`src/rtl/frame_pkg.sv`:
```
// Shared constants, FSM state type and round-robin grant helper for the
// frame stream arbiter.
package frame_pkg;

    localparam int FRAME_DATA_WIDTH = 64;
    localparam int FRAME_LEN_LSB    = 0;
    localparam int FRAME_LEN_WIDTH  = 8;
    localparam int FRAME_MAX_LENGTH = 200;
    localparam int RR_MAX_CH        = 16;

    typedef enum logic [1:0] {IDLE, HDR, BODY, FTR} arb_state_e;

    // One-hot grant of the first requester after 'last', wrapping within n_ch.
    function automatic logic [RR_MAX_CH-1:0] rr_next(
        input logic [RR_MAX_CH-1:0] request,
        input logic [3:0]           last,
        input int                   n_ch
    );
        logic [RR_MAX_CH-1:0] grant;
        logic [3:0]           idx;
        grant = '0;
        for (int i = 1; i <= RR_MAX_CH; i++) begin
            idx = 4'((int'(last) + i) % n_ch);
            if (i <= n_ch && grant == '0 && request[idx]) begin
                grant[idx] = 1'b1;
            end
        end
        return grant;
    endfunction

endpackage

```
`src/rtl/stream_skid_buffer.sv`:
```
// Two-entry skid buffer with a registered output; in_ready depends only on
// local occupancy, so no combinational path runs from out_ready to in_ready.
module stream_skid_buffer #(
    parameter int WIDTH = 8
) (
    input  logic             clk,
    input  logic             rst_n,
    input  logic             in_valid,
    output logic             in_ready,
    input  logic [WIDTH-1:0] in_data,
    output logic             out_valid,
    input  logic             out_ready,
    output logic [WIDTH-1:0] out_data
);

    logic [WIDTH-1:0] entry0_q, entry0_d;
    logic [WIDTH-1:0] entry1_q, entry1_d;
    logic             wr_ptr_q, wr_ptr_d;
    logic             rd_ptr_q, rd_ptr_d;
    logic [1:0]       count_q, count_d;
    logic             push;
    logic             pop;

    assign in_ready  = (count_q != 2'd2);
    assign out_valid = (count_q != 2'd0);
    assign out_data  = rd_ptr_q ? entry1_q : entry0_q;
    assign push      = in_valid && in_ready;
    assign pop       = out_valid && out_ready;

    // The head entry is never overwritten while occupied, so out_data holds during a stall.
    always_comb begin
        entry0_d = entry0_q;
        entry1_d = entry1_q;
        wr_ptr_d = wr_ptr_q;
        rd_ptr_d = rd_ptr_q;
        count_d  = count_q;
        if (push) begin
            if (wr_ptr_q) begin
                entry1_d = in_data;
            end else begin
                entry0_d = in_data;
            end
            wr_ptr_d = ~wr_ptr_q;
        end
        if (pop) begin
            rd_ptr_d = ~rd_ptr_q;
        end
        case ({push, pop})
            2'b10:   count_d = count_q + 2'd1;
            2'b01:   count_d = count_q - 2'd1;
            default: count_d = count_q;
        endcase
    end

    always_ff @(posedge clk or negedge rst_n) begin
        if (!rst_n) begin
            entry0_q <= '0;
            entry1_q <= '0;
            wr_ptr_q <= 1'b0;
            rd_ptr_q <= 1'b0;
            count_q  <= 2'd0;
        end else begin
            entry0_q <= entry0_d;
            entry1_q <= entry1_d;
            wr_ptr_q <= wr_ptr_d;
            rd_ptr_q <= rd_ptr_d;
            count_q  <= count_d;
        end
    end

endmodule

```
`src/rtl/frame_stream_arbiter.sv`:
```
// Frame-atomic round-robin merge of N_CH frame streams into one tagged output
// stream; frame length comes from the data-word count in each header word.
module frame_stream_arbiter
    import frame_pkg::*;
#(
    parameter int N_CH             = 4,
    parameter int DATA_WIDTH       = FRAME_DATA_WIDTH,
    parameter int LEN_LSB          = FRAME_LEN_LSB,
    parameter int MAX_FRAME_LENGTH = FRAME_MAX_LENGTH,
    parameter int CH_ID_WIDTH      = 4
) (
    input  logic                       CLK,
    input  logic                       RESETN,
    input  logic [N_CH-1:0]            CH_ENABLE,
    input  logic [N_CH-1:0]            iVALID,
    input  logic [N_CH*DATA_WIDTH-1:0] DIN,
    output logic [N_CH-1:0]            oREADY,
    input  logic                       iREADY,
    output logic                       oVALID,
    output logic [DATA_WIDTH-1:0]      DOUT,
    output logic                       oLAST,
    output logic [CH_ID_WIDTH-1:0]     oCH_ID,
    output logic                       BUSY,
    output logic                       LEN_ERR
);

    localparam int SKID_W = DATA_WIDTH + 1 + CH_ID_WIDTH;
    localparam logic [FRAME_LEN_WIDTH-1:0] LEN_ONE = 1;

    arb_state_e                 state_q, state_d;
    logic [3:0]                 grant_q, grant_d;
    logic [3:0]                 last_grant_q, last_grant_d;
    logic [FRAME_LEN_WIDTH-1:0] cnt_q, cnt_d;
    logic                       len_err_q, len_err_d;
    logic [FRAME_LEN_WIDTH-1:0] hdr_len;
    logic [RR_MAX_CH-1:0]       rr_grant;
    logic [DATA_WIDTH-1:0]      sel_data;
    logic                       skid_ready;
    logic                       xfer;
    logic [SKID_W-1:0]          skid_in;
    logic [SKID_W-1:0]          skid_out;

    always_comb begin
        sel_data = '0;
        oREADY   = '0;
        for (int c = 0; c < N_CH; c++) begin
            if (grant_q == 4'(c)) begin
                sel_data = DIN[c*DATA_WIDTH +: DATA_WIDTH];
            end
            oREADY[c] = (state_q != IDLE) && skid_ready && (grant_q == 4'(c));
        end
    end

    assign xfer     = |(iVALID & oREADY);
    assign hdr_len  = sel_data[LEN_LSB +: FRAME_LEN_WIDTH];
    assign rr_grant = rr_next(RR_MAX_CH'(iVALID & CH_ENABLE), last_grant_q, N_CH);
    assign skid_in  = {sel_data, (state_q == FTR), CH_ID_WIDTH'(grant_q)};

    // Over-long counts are still honoured; they only raise the sticky flag.
    always_comb begin
        state_d      = state_q;
        grant_d      = grant_q;
        last_grant_d = last_grant_q;
        cnt_d        = cnt_q;
        len_err_d    = len_err_q;
        case (state_q)
            IDLE: begin
                if (rr_grant != '0) begin
                    for (int c = 0; c < N_CH; c++) begin
                        if (rr_grant[c]) grant_d = 4'(c);
                    end
                    state_d = HDR;
                end
            end
            HDR: begin
                if (xfer) begin
                    cnt_d = hdr_len;
                    if (int'(hdr_len) > MAX_FRAME_LENGTH) len_err_d = 1'b1;
                    state_d = (hdr_len != '0) ? BODY : FTR;
                end
            end
            BODY: begin
                if (xfer) begin
                    cnt_d = cnt_q - LEN_ONE;
                    if (cnt_q == LEN_ONE) state_d = FTR;
                end
            end
            FTR: begin
                if (xfer) begin
                    last_grant_d = grant_q;
                    state_d      = IDLE;
                end
            end
            default: state_d = IDLE;
        endcase
    end

    always_ff @(posedge CLK or negedge RESETN) begin
        if (!RESETN) begin
            state_q      <= IDLE;
            grant_q      <= 4'd0;
            last_grant_q <= 4'(N_CH - 1);
            cnt_q        <= '0;
            len_err_q    <= 1'b0;
        end else begin
            state_q      <= state_d;
            grant_q      <= grant_d;
            last_grant_q <= last_grant_d;
            cnt_q        <= cnt_d;
            len_err_q    <= len_err_d;
        end
    end

    stream_skid_buffer #(
        .WIDTH (SKID_W)
    ) u_out_skid (
        .clk       (CLK),
        .rst_n     (RESETN),
        .in_valid  (xfer),
        .in_ready  (skid_ready),
        .in_data   (skid_in),
        .out_valid (oVALID),
        .out_ready (iREADY),
        .out_data  (skid_out)
    );

    assign {DOUT, oLAST, oCH_ID} = skid_out;
    assign BUSY    = (state_q != IDLE);
    assign LEN_ERR = len_err_q;

endmodule

```
`config.mk`:
```
export PLATFORM = sky130hd
export DESIGN_NAME = frame_stream_arbiter
export DESIGN_NICKNAME = d
export VERILOG_FILES = /design/src/rtl/frame_pkg.sv /design/src/rtl/stream_skid_buffer.sv /design/src/rtl/frame_stream_arbiter.sv
export SDC_FILE = /design/constraint.sdc
export NUM_CORES = 1
export LEC_CHECK = 0
export BUFFER_PORTS_ARGS = -buffer_cell sky130_fd_sc_hd__buf_2
export CORE_MARGIN = 2
export CORE_UTILIZATION = 30
export CTS_BUF_LIST = sky130_fd_sc_hd__clkbuf_4 sky130_fd_sc_hd__clkbuf_8
export CTS_CLUSTER_DIAMETER = 200
export DETAILED_ROUTE_END_ITERATION = 10
export PLACE_DENSITY = 0.61
export SYNTH_ARGS = -nofsm -noshare
export SYNTH_HDL_FRONTEND = slang
export SYNTH_HIERARCHICAL = 1
export SYNTH_SLANG_ARGS = --single-unit
export TNS_END_PERCENT = 20
```
`constraint.sdc`:
```
create_clock -name CLK -period 4.24 [get_ports CLK]
set_input_delay 0.636 -clock CLK [delete_from_list [all_inputs] [get_ports CLK]]
set_output_delay 0.636 -clock CLK [all_outputs]
set_load 0.05 [all_outputs]
```
# Word level (Yosys, flattened, before mapping)
# Index checks and enable logic that the tools add are counted.
dict set report totals {
  ff_bits 159
  in_bits 267
  out_inout_bits 76
  wordCells 130
}
dict set report classes {
  addsub 7
  n_lt_le_gt_ge 9
  eq_ne 15
  n_mux 40
  bitwise_logic 11
  n_reduce_logical 38
}
# op n
set op_table {}
lappend op_table {{$mux 64} 4}
lappend op_table {{$mux 69} 1}
lappend op_table {{$mux 16} 4}
lappend op_table {{$logic_not 16->1} 3}
lappend op_table {{$or 16x16->16} 3}
lappend op_table {{$lt 4x5->1 const B} 4}
lappend op_table {{$ge 4x1->1 const B} 4}
lappend op_table {{$mux 4} 4}
lappend op_table {{$mux 8} 2}
lappend op_table {{$pmux 8 s2} 1}
lappend op_table {{$reduce_bool 16->1} 1}
lappend op_table {{$logic_and 1x1->1} 14}
lappend op_table {{$bmux 1 s3} 4}
lappend op_table {{$demux 1 s3} 4}
lappend op_table {{$mux 2} 5}
lappend op_table {{$mux 1} 9}
lappend op_table {{$reduce_and 3->1} 3}
lappend op_table {{$and 4x4->4} 2}
lappend op_table {{$eq 4x2->1 const B} 2}
lappend op_table {{$eq 8x1->1 const B} 1}
lappend op_table {{$gt 8x8->1 const B} 1}
lappend op_table {{$pmux 2 s4} 1}
lappend op_table {{$reduce_bool 2->1} 4}
lappend op_table {{$reduce_bool 8->1} 1}
lappend op_table {{other kinds (19)} 38}

# Longest topological paths before layout
dict set report logic_depth {
  ltp_word 21
  mapped_depth 11
  ltp_nobuf 10
}

# By module
# Netlist, hierarchy kept.
# module n_inst cells_each area_each_um2 seq_area_each_um2
set by_module_without_submodules {}
lappend by_module_without_submodules {stream_skid_buffer 1 386 6257.3 3553.4}
lappend by_module_without_submodules {frame_stream_arbiter 1 253 2979.1 377.9}

# Least setup slack after synthesis
# OpenSTA, ideal clock, no wires.
dict set report synth_path {
  path_type {register to register}
  start {register state_q[0]}
  end {register u_out_skid.entry0_q[38]}
  setup_time_ns 0.125
  t_arrival_ns 3.952
  required_time_ns 4.115
  setup_slack_ns 0.163
  stages_incl_launch_ff 12
  n_path_buf 4
  synth_period_minus_slack_ns 4.077
  cell_sequence {dfrtp_1 > inv_1 > ha_1 > clkbuf_1 > nor4b_1 > a22oi_1 > nand2_1 > and3b_1 > buf_6 > buf_6 > buf_8 > mux2_4}
}
dict set report synth_via {
  elab_chain_cells 7
  elab_cells_between_ends 10
  classes_between {1 x bitwise; 9 x reduce/logical}
}
# element line
set synth_rtl {}
lappend synth_rtl {{start: declaration} frame_stream_arbiter.sv:30} ;# arb_state_e state_q, state_d;
lappend synth_rtl {{start signal: assignment} frame_stream_arbiter.sv:106} ;# state_q <= state_d;
lappend synth_rtl {{$reduce_bool 2->1} frame_stream_arbiter.sv:50} ;# oREADY[c] = (state_q != IDLE) && skid_ready && (grant_q == 4'(c));
lappend synth_rtl {{$logic_and 1x1->1 (2 in series)} frame_stream_arbiter.sv:50}
lappend synth_rtl {{via oREADY[0]} frame_stream_arbiter.sv:17} ;# output logic [N_CH-1:0] oREADY,
lappend synth_rtl {{$and 4x4->4} frame_stream_arbiter.sv:54} ;# assign xfer = |(iVALID & oREADY);
lappend synth_rtl {{$reduce_or 4->1} frame_stream_arbiter.sv:54}
lappend synth_rtl {{via xfer} frame_stream_arbiter.sv:39} ;# logic xfer;
lappend synth_rtl {{$logic_and 1x1->1} stream_skid_buffer.sv:27} ;# assign push = in_valid && in_ready;
lappend synth_rtl {{$reduce_and 2->1 (no line)} -}
lappend synth_rtl {{end signal: assignment} stream_skid_buffer.sv:63} ;# entry0_q <= entry0_d;
lappend synth_rtl {{end: declaration} stream_skid_buffer.sv:16} ;# logic [WIDTH-1:0] entry0_q, entry0_d;
# The timed path passes the listed nets, and every way through them passes these cells.
# A chain may end at the register's enable or synchronous reset.

# Worst setup path in the final report
dict set report layout_path {
  start {register last_grant_q[0]}
  end {register state_q[1]}
}
dict set report layout_via {
  elab_chain_cells 20
  elab_cells_between_ends 56
  classes_between {4 x add/sub; 8 x order compare; 1 x eq/ne; 20 x mux; 7 x bitwise; 16 x reduce/logical}
}
# element line
set layout_rtl {}
lappend layout_rtl {{start: declaration} frame_stream_arbiter.sv:32} ;# logic [3:0] last_grant_q, last_grant_d;
lappend layout_rtl {{start signal: assignment} frame_stream_arbiter.sv:102} ;# last_grant_q <= 4'(N_CH - 1);
lappend layout_rtl {{start signal: assignment} frame_stream_arbiter.sv:108} ;# last_grant_q <= last_grant_d;
lappend layout_rtl {{$add 2x1->2} frame_pkg.sv:23} ;# idx = 4'((int'(last) + i) % n_ch);
lappend layout_rtl {{$reduce_or 2->1 (no line)} -}
lappend layout_rtl {{$and 1x1->1 (no line)} -}
lappend layout_rtl {{$lt 4x5->1 (implied by the code) or $ge 4x1->1 (tied branches)} frame_pkg.sv:25} ;# grant[idx] = 1'b1;
lappend layout_rtl {{$logic_and 1x1->1 (implied by the code)} frame_pkg.sv:25}
lappend layout_rtl {{$mux 1 (implied by the code)} frame_pkg.sv:25}
lappend layout_rtl {{$demux 1 s3} frame_pkg.sv:25}
lappend layout_rtl {{$mux 16} frame_pkg.sv:24} ;# if (i <= n_ch && grant == '0 && request[idx]) begin
lappend layout_rtl {{[... 4 more ...]} -}
lappend layout_rtl {{$logic_and 1x1->1} frame_pkg.sv:24}
lappend layout_rtl {{$mux 16} frame_pkg.sv:24}
lappend layout_rtl {{$logic_not 16->1} frame_pkg.sv:24}
lappend layout_rtl {{$logic_and 1x1->1} frame_pkg.sv:24}
lappend layout_rtl {{$mux 16 (*)} frame_pkg.sv:24}
lappend layout_rtl {{$reduce_bool 16->1 (*)} frame_stream_arbiter.sv:68} ;# if (rr_grant != '0) begin
lappend layout_rtl {{$ne 2x2->1 (no line) (*)} -}
lappend layout_rtl {{$reduce_and 5->1 (no line) (*)} -}
# Mark *: on every way between the ends. The rest lies on a longest branch, timed or not. The select of a mux whose other input is x is not followed.

==> flow_summary.yaml <==
run_status:
  status: "finished clean"
yosys:
  ys_types: 58
  async_flop_share_pct: 100
  synth_edf_count: 0
  yosysTopAreaCellShare_pct: 42.0
  synthCells: 639
  postSynthAreaPerCell_um2: 14.5
  ys.flop_type: "dfrtp_1"
  ys_seq_elements: 157
  ys_seq_area_share_pct: 42.6
  synth_area_leaders: "dfrtp_1, mux2_2, mux4_2"
  syn-cell-area_um2: 9240
  synth_top_area_cell: "dfrtp_1"
  ys_warn_count: 6
setup_path:
  cp_num_buf_inv: 1
  r2r_start: "last_grant_q[0]$_DFFE_PN1P_"
  worstPathMaxFanout: 11
  worst_ep_arrival_time_ns: 3.83
  cp_top_family: "compound AO/OA/AOI/OAI gates"
  path_cells: "inv_1 -> ha_1 -> mux4_2 -> a21oi_2 -> o311ai_1 -> a311o_1 -> nor4b_2 -> nor2_1 -> mux2_4"
  cp_slowest_cell: "mux4_2"
  reg2regPathDepth: 9
  worst_path_largest_cell_delay_ns: 0.64
  cp.required_ns: 4.58
  worst_setup_path_end_kind: "flip-flop"
  r2r-end: "state_q[1]$_DFFE_PN0P_"
  r2r_setup_slack_ns: 0.74
  crit_type: "reg -> reg"
  worst_setup_path_start_kind: "flip-flop"
clocking:
  postCtsSetupBuffers: 0
  clockRootBuffer: "clkbuf_8"
  numCtsBuffers: 17
  tritoncts: "built"
  cts_hold_buf: 0
  cts_resized: 0
  htreeDepth: 4
  cts_buffer_depth: 2
  insertion_delay_ns: 0.44
  clkTransAtPathRegs_ns: 0.10
  clock_sink_count: 157
power_and_ir_drop:
  p_total_mw: 10.6
  power_density_nw_per_um2: 910
  p_leak_nw: 5.24
  peakVddDrop_uv: 410
drt:
  first_iter_violations: 213
  ant_nets: 0
  wirelength_um: 24200
  vias: 6807
  wl_per_cell_um: 17.6
  firstDrtPassIters: 6
  viasPerCell: 4.95
  drc: 0
sta:
  slew_headroom_pct: 26.9
  max_freq_mhz: 286
  rsz0062_at_grt: "false"
  fin_skew_ns: 0.0165
  final.setup.tns_ns: 0
  min_period_over_period_pct: 82.5
  hold_viol: 0
  slew_viol_final: 0
  timing.final.crit_period_ns: 3.50
  holdWs_ns: 0.173
  setup-violations-final: 0
  tightest_slew_ns: 1.10
die:
  start_util_pct: 30.4
  fp.dieW_um: 179
  die_h_um: 179
  rows: 64
  die_area_um2: 32200
  ios: 343
  core_um2: 30400
cells_and_area:
  syn_to_final_growth_pct: 26.1
  n_fill_cell: 2971
  layout_commonest_cell: "buf_2"
  n_antenna_cell: 0
  nets: 1248
  drive_gt1_share_pct: 68.7
  layout_common_cells: "buf_2, mux2_2, dfrtp_1"
grt:
  grt_pass1_wl_um: 38700
  first_global_vias: 7169
  overflow: 0
  antenna_found_initial: 0
  grt_max_degree: 71
  track_usage_pct: 15.0
placement:
  dpl.hpwl_um: 17400
  place_congestion: 0.818
  port_buffers: 342
min_path:
  hp-class: "in -> async"
flow_run:
  cap_violations: 0
layout make-up:
cell class | count | area [um2] | area share, %
Clock buffer | 19 | 249 | 2.14
Clock inverter | 13 | 108 | 0.924
Inverter | 11 | 41.3 | 0.355
Multi-Input combinational cell | 431 | 5010 | 43.0
Sequential cell | 157 | 3940 | 33.9
Tap cell | 396 | 495 | 4.25
Timing Repair Buffer | 348 | 1800 | 15.5
cells by family (layout without fill, tap and decap cells):
family,count (synthesis),in the layout,share of synthesized area (%)
xor gates and xnor gates,5,5,0.474
and+or+nand+nor,71,71,4.32
muxes,277,277,42.9
adders and majority gates,15,15,2.03
other,1,4,0.0406
AOI/OAI and AO/OA,59,59,4.31
DFF,157,157,42.6
buffers and inverters,54,391,3.36
synthesized netlist by cell type, types with 4 or more instances:
cell / n
mux2_2: 187
dfrtp_1: 155
mux4_2: 68
mux2_4: 21
nand2_1: 20
clkbuf_1: 16
ha_1: 15
a21oi_1: 13
nor2_1: 13
inv_1: 11
o21ai_0: 11
buf_4: 10
and2_1: 8
buf_1: 6
o22ai_1: 6
buf_6: 5
a22o_1: 4
buf_2: 4
nand3_1: 4
sequential cells by signal (all words and copies together), names as in the netlist:
register,cells
LEN_ERR,1
cnt_q,8
grant_q,2
last_grant_q,2
state_q,2
u_out_skid/count_q,2
u_out_skid/entry0_q,69
u_out_skid/entry1_q,69
u_out_skid/rd_ptr_q,1
u_out_skid/wr_ptr_q,1
stage by stage:
| step | worst slack (ns) | cell area, um2 | instances | util (%) |
|---|---|---|---|---|
| finish | 0.743 | 11600 | 1375 | 38.3 |
| global route | 0.537 | 11600 | 1375 | 38.3 |
| CTS | 0.734 | 11600 | 1375 | 38.3 |
| detailed placement | 0.747 | 11300 | 1343 | 37.1 |
| global placement | 0.813 | 11300 | 1343 | 37.1 |
| floorplan | 0.163 | 9250 | 642 | - |
worst reg2reg max path, cell delays in order (launching register included):
cell and delay, ns:
dfstp_2 0.61, inv_1 0.15, ha_1 0.36, mux4_2 0.64, a21oi_2 0.38, o311ai_1 0.19
a311o_1 0.41, nor4b_2 0.26, nor2_1 0.09, mux2_4 0.31
where the power goes:
part           switching [mW]  internal [mW]  total, mW  leakage [nW]
Combinational            3.79           2.78       6.57          3.20
Clock                   0.622          0.431       1.05         0.179
Sequential              0.677           2.29       2.97          1.87
Total                    5.09           5.50       10.6          5.24
per-layer routing:
metal  global-route usage [%]  wire length, um  share of wire (%)
met1                     19.2            10400                 43
met2                     25.6            12000                 49
met3                     4.11             1610                6.6
met4                     2.93              214               0.88
met5                        0                0                  0
worst max path at each step:
stage | from | endpoint | slack, ns | depth (start not counted)
finish | last_grant_q[0]$_DFFE_PN1P_ | state_q[1]$_DFFE_PN0P_ | 0.74 | 9
global route | last_grant_q[0]$_DFFE_PN1P_ | state_q[1]$_DFFE_PN0P_ | 0.54 | 9
CTS | last_grant_q[0]$_DFFE_PN1P_ | state_q[1]$_DFFE_PN0P_ | 0.73 | 9
detailed placement | last_grant_q[0]$_DFFE_PN1P_ | state_q[1]$_DFFE_PN0P_ | 0.75 | 9
global placement | last_grant_q[0]$_DFFE_PN1P_ | state_q[1]$_DFFE_PN0P_ | 0.81 | 9
floorplan | state_q[0]$_DFFE_PN0P_ | u_out_skid/entry0_q[38]$_DFFE_PN0P_ | 0.16 | 11
Note: power is estimated with default switching activity, not from simulation.
